[src/rtl/branch_predictor.sv]
// Direct-mapped BTB plus 2-bit counter PHT (bimodal or gshare index) with
// resolution-time training, mispredict/redirect generation and saturating stats.
module branch_predictor #(
  parameter int INDEX_BITS = 5,
  parameter int TAG_BITS   = 25,
  parameter int GHR_BITS   = 5,
  parameter int MODE       = 0
) (
  input  logic        clk,
  input  logic        reset,
  input  logic [31:0] if_pc,
  output logic        pred_taken,
  output logic [31:0] pred_next_pc,
  input  logic        upd_valid,
  input  logic        upd_is_cond,
  input  logic [31:0] upd_pc,
  input  logic        upd_taken,
  input  logic [31:0] upd_target,
  input  logic [31:0] upd_pred_next_pc,
  output logic        mispredict,
  output logic [31:0] redirect_pc,
  output logic [31:0] stat_branches,
  output logic [31:0] stat_mispredicts
);
  localparam int DEPTH = 1 << INDEX_BITS;

  logic                valid_q  [DEPTH];
  logic [TAG_BITS-1:0] tag_q    [DEPTH];
  logic [31:0]         target_q [DEPTH];
  logic                uncond_q [DEPTH];
  logic [1:0]          pht_q    [DEPTH];
  logic [GHR_BITS-1:0] ghr_q, ghr_d;
  logic [31:0]         stat_br_q, stat_br_d;
  logic [31:0]         stat_mp_q, stat_mp_d;
  logic [1:0]          pht_d;

  logic [INDEX_BITS-1:0] ghr_ext;
  logic [INDEX_BITS-1:0] pred_idx, pred_pidx, upd_idx, upd_pidx;
  logic [TAG_BITS-1:0]   pred_tag, upd_tag;
  logic                  pred_hit;
  logic [31:0]           actual_next;
  logic [GHR_BITS:0]     ghr_shift;
  logic                  unused_ok;

  assign ghr_ext   = INDEX_BITS'(ghr_q);
  assign pred_idx  = if_pc[INDEX_BITS+1:2];
  assign upd_idx   = upd_pc[INDEX_BITS+1:2];
  assign pred_tag  = if_pc[INDEX_BITS+TAG_BITS+1:INDEX_BITS+2];
  assign upd_tag   = upd_pc[INDEX_BITS+TAG_BITS+1:INDEX_BITS+2];
  assign pred_pidx = (MODE == 1) ? (pred_idx ^ ghr_ext) : pred_idx;
  assign upd_pidx  = (MODE == 1) ? (upd_idx ^ ghr_ext) : upd_idx;
  assign unused_ok = ^{if_pc, upd_pc};

  // Prediction reads pre-edge state only; an update this cycle is seen next cycle.
  assign pred_hit     = valid_q[pred_idx] && (tag_q[pred_idx] == pred_tag);
  assign pred_taken   = pred_hit && (uncond_q[pred_idx] || pht_q[pred_pidx][1]);
  assign pred_next_pc = pred_taken ? target_q[pred_idx] : if_pc + 32'd4;

  assign actual_next = upd_taken ? upd_target : upd_pc + 32'd4;
  assign mispredict  = upd_valid && (actual_next != upd_pred_next_pc);
  assign redirect_pc = upd_valid ? actual_next : 32'd0;

  assign stat_branches    = stat_br_q;
  assign stat_mispredicts = stat_mp_q;

  always_comb begin
    pht_d = pht_q[upd_pidx];
    if (upd_taken && pht_d != 2'b11) begin
      pht_d = pht_d + 2'b01;
    end else if (!upd_taken && pht_d != 2'b00) begin
      pht_d = pht_d - 2'b01;
    end
    ghr_shift = {ghr_q, upd_taken};
    ghr_d     = ghr_shift[GHR_BITS-1:0];
    stat_br_d = (stat_br_q == 32'hFFFF_FFFF) ? stat_br_q : stat_br_q + 32'd1;
    stat_mp_d = (mispredict && stat_mp_q != 32'hFFFF_FFFF) ? stat_mp_q + 32'd1 : stat_mp_q;
  end

  always_ff @(posedge clk) begin
    if (reset) begin
      for (int i = 0; i < DEPTH; i++) begin
        valid_q[i] <= 1'b0;
        pht_q[i]   <= 2'b01;
      end
      ghr_q     <= '0;
      stat_br_q <= '0;
      stat_mp_q <= '0;
    end else if (upd_valid) begin
      if (upd_is_cond) begin
        pht_q[upd_pidx] <= pht_d;
        ghr_q           <= ghr_d;
      end
      if (upd_taken) begin
        valid_q[upd_idx] <= 1'b1;
      end
      stat_br_q <= stat_br_d;
      stat_mp_q <= stat_mp_d;
    end
  end

  // Payload fields need no reset: valid_q gates every use of them.
  always_ff @(posedge clk) begin
    if (!reset && upd_valid && upd_taken) begin
      tag_q[upd_idx]    <= upd_tag;
      target_q[upd_idx] <= upd_target;
      uncond_q[upd_idx] <= !upd_is_cond;
    end
  end
endmodule

[config.mk]
export PLATFORM = sky130hd
export DESIGN_NAME = branch_predictor
export DESIGN_NICKNAME = d
export VERILOG_FILES = /design/src/rtl/branch_predictor.sv
export SDC_FILE = /design/constraint.sdc
export NUM_CORES = 2
export LEC_CHECK = 0
export BUFFER_PORTS_ARGS = -buffer_cell sky130_fd_sc_hd__buf_2
export CAP_MARGIN = 20
export CORE_ASPECT_RATIO = 0.75
export CORE_UTILIZATION = 30
export CTS_CLUSTER_DIAMETER = 50
export DETAILED_ROUTE_END_ITERATION = 12
export MAX_ROUTING_LAYER = met4
export PLACE_DENSITY = 0.4
export SLEW_MARGIN = 15
export SYNTH_ARGS = -nofsm -noshare
export SYNTH_HDL_FRONTEND = slang
export SYNTH_SLANG_ARGS = --single-unit
export TNS_END_PERCENT = 10
[constraint.sdc]
create_clock -name clk -period 9.7 [get_ports clk]
set_clock_uncertainty 0.2 [all_clocks]
set_input_delay 0.485 -clock clk [delete_from_list [all_inputs] [get_ports clk]]
set_output_delay 0.485 -clock clk [all_outputs]
set_load 0.05 [all_outputs]
==> impl_metrics.env <==
export IMPL_crit_path_end="mispredict"
export IMPL_hold_path_class="in2reg"
export IMPL_ir_worst_vdd_v=0.000157
export IMPL_power_density_mw_per_mm2=203
export IMPL_p_leak_nw=30.3
export IMPL_holdPathStages=1
export IMPL_tightest_slew_ns=1.16
export IMPL_crit_path_start="upd_pc[8]"
export IMPL_clock_fmax_mhz=146
export IMPL_report_final_slew_viol_count=0
export IMPL_grt_overflow=0
export IMPL_worstRegToRegCells=10
export IMPL_synth_top_flop_cell="edfxtp_1"
export IMPL_start_util_pct=30.3
export IMPL_ys_warn_count=0
export IMPL_ant_nets=0
export IMPL_layout_drive_gt1_share_pct=26.7
export IMPL_mostFrequentLayoutCell="edfxtp_1"
export IMPL_final_cell_mix="edfxtp_1 (1,920), mux4_2 (479), buf_2 (258)"
export IMPL_synth_seq_cells=2016
export IMPL_r2r_slack_ns=5.80
export IMPL_reg2reg_to="stat_mispredicts[31]$_SDFFE_PP0P_"
export IMPL_hpwlAfterDp_um=175000
export IMPL_h_tree_depth=4
export IMPL_cp_end_kind="output port"
export IMPL_synth_nets=4334
export IMPL_period_share_pct=70.7
export IMPL_dieArea_sq_mm=0.272
export IMPL_num_fill_cells=25100
export IMPL_required_ns=9.02
export IMPL_area_growth_syn_to_layout_pct=17.4
export IMPL_placementRows=164
export IMPL_synthCells=4192
export IMPL_clock_path_buffers=4
export IMPL_num_vias=44400
export IMPL_crit_arrival_ns=6.18
export IMPL_p_total_w=0.0193
export IMPL_clk_latency_ns=0.89
export IMPL_min_period_ns=6.86
export IMPL_status="completed"
export IMPL_r2r_start="stat_mispredicts[9]$_SDFFE_PP0P_"
export IMPL_io_pins=263
export IMPL_hold_viol=0
export IMPL_grt_pass1_wl_um=393000
export IMPL_grt_start_max_net_pins=118
export IMPL_track_usage_pct=21.7
export IMPL_wirelength_um=291000
export IMPL_netlist_cell_type_count=72
export IMPL_drc_errors=0
export IMPL_cts_sinks=2016
export IMPL_syn_area_per_cell_sq_um=19.3
export IMPL_first_pass_iters=5
export IMPL_numPortBuffers=262
export IMPL_clk_pin_slew_ns=0.05
export IMPL_cts_tree="done"
export IMPL_synth_edf_count=1920
export IMPL_cts_inserted_buffers=232
export IMPL_yosysSeqAreaShare_pct=73.5
export IMPL_post_cts_buffers=0
export IMPL_first_iter_violations=5040
export IMPL_async_flop_share_pct=0
export IMPL_post_drt_wl_per_cell_um=34.7
export IMPL_relSlewSlack_pct=22.4
export IMPL_coreArea_sq_mm=0.268
export IMPL_critPathMaxFanout=55
export IMPL_vias_per_cell=5.29
export IMPL_clk_root_buffer_cell="clkbuf_16"
export IMPL_maxCapViolations=0
export IMPL_critical_path_class="in2out"
export IMPL_nets=4780
export IMPL_routabilityCongestion=0.805
export IMPL_netlist_area_sq_mm=0.0811
export IMPL_setup_violations=0
export IMPL_grt_pass1_vias=44100
export IMPL_die_height_um=452
export IMPL_cts_resized=0
export IMPL_rsz0062_at_grt="no"
export IMPL_crit_path_start_kind="input pin"
export IMPL_die_w_um=602
export IMPL_setup_tns_ns=0
export IMPL_antenna_found_initial=44
==> logic make-up (layout without fill, tap and decap cells) <==
logic type	after synthesis	after routing	synth area share (%)
adders and majority gates	9	9	0.139
and+or+nand+nor	662	662	4.25
other	0	11	0
DFF	2016	2016	73.5
AOI/OAI and AO/OA	444	444	3.76
muxes	643	643	15.4
buffers and inverters	283	910	1.55
xor gates and xnor gates	135	135	1.46
==> worst min path at each step <==
stage | from | endpoint
after detailed placement | valid_q[24]$_DFF_P_ | valid_q[24]$_DFF_P_
final | upd_target[27] | target_q[25][27]$_DFFE_PP_
after floorplan | valid_q[24]$_DFF_P_ | valid_q[24]$_DFF_P_
after global placement | valid_q[24]$_DFF_P_ | valid_q[24]$_DFF_P_
after CTS | upd_target[27] | target_q[25][27]$_DFFE_PP_
after global routing | upd_target[27] | target_q[25][27]$_DFFE_PP_
==> worst max-delay path: stages <==
cell and delay [ns]:
dlygate4sd3_1 0.60, buf_2 0.64, nand4_1 0.56, nor4_1 0.70, a21boi_0 0.21, o31ai_1 0.60
xnor2_1 0.14, nor4_1 0.82, and4b_1 0.32, and4_2 0.27, buf_4 0.46, nor2_1 0.08
buf_2 0.24
==> sequential cells by signal, summed over array words and instances (netlist names) <==
signal	cells
target_q	1024
tag_q	800
pht_q	64
stat_branches	32
stat_mispredicts	32
uncond_q	32
valid_q	32
==> metal layers <==
| metal | wire length, um | GRT usage (%) |
|---|---|---|
| met1 | 131000 | 30.2 |
| met4 | 7970 | 5.46 |
| met5 | 0 | - |
| met3 | 14300 | 2.41 |
| met2 | 138000 | 34.1 |
==> through the flow <==
step | area, sq um | hold slack (ns) | instances | utilization, % | worst slack [ns]
CTS | 95200 | 0.00103 | 8388 | 35.6 | 2.98
finish | 95200 | 0.0503 | 8399 | 35.6 | 2.84
global route | 95200 | 0.0398 | 8392 | 35.6 | 2.67
floorplan | 81100 | 0.220 | 4192 | - | 1.83
global placement | 87300 | 0.231 | 7916 | 32.6 | 3.14
detailed placement | 87400 | 0.237 | 7921 | 32.7 | 3.11
==> layout make-up <==
| cell class | count | area, sq um | share of cell area, % |
|---|---|---|---|
| sequential | 2016 | 59600 | 62.6 |
| tap | 3569 | 4470 | 4.69 |
| multi-input combinational | 1893 | 20500 | 21.6 |
| antenna | 11 | 27.5 | 0.0289 |
| timing repair buffer | 460 | 3210 | 3.37 |
| clock inverter | 129 | 1150 | 1.20 |
| clock buffer | 286 | 6100 | 6.41 |
| inverter | 35 | 139 | 0.146 |
==> Yosys cell counts (all sizes together), types with 23 or more instances <==
cell type,count,area [sq um]
nand2,102,383
a22oi,37,278
nor3,56,280
mux4,479,10800
nand4,58,363
nor2,163,612
and2,44,275
clkbuf,138,518
o211ai,29,218
mux2i,149,1490
xor2,69,604
edfxtp,1920,57700
a21o,25,188
o21ai,65,325
xnor2,66,578
buf,110,609
or4,23,173
dfxtp,96,1920
inv,33,124
nand3,77,385
and3,34,213
a21oi,96,480
o221ai,31,272
a211oi,41,318
==> power breakdown <==
group	switching, W	internal, W
combinational	0.000847	0.000388
sequential	0.0000138	0.00956
clock	0.00365	0.00486
==> what timing repair did <==
action,in CTS,in global routing
hold endpoints to repair,1465,0
hold buffers,52,0
setup endpoints to repair,0,0
Power figures use the tool's default switching activity.
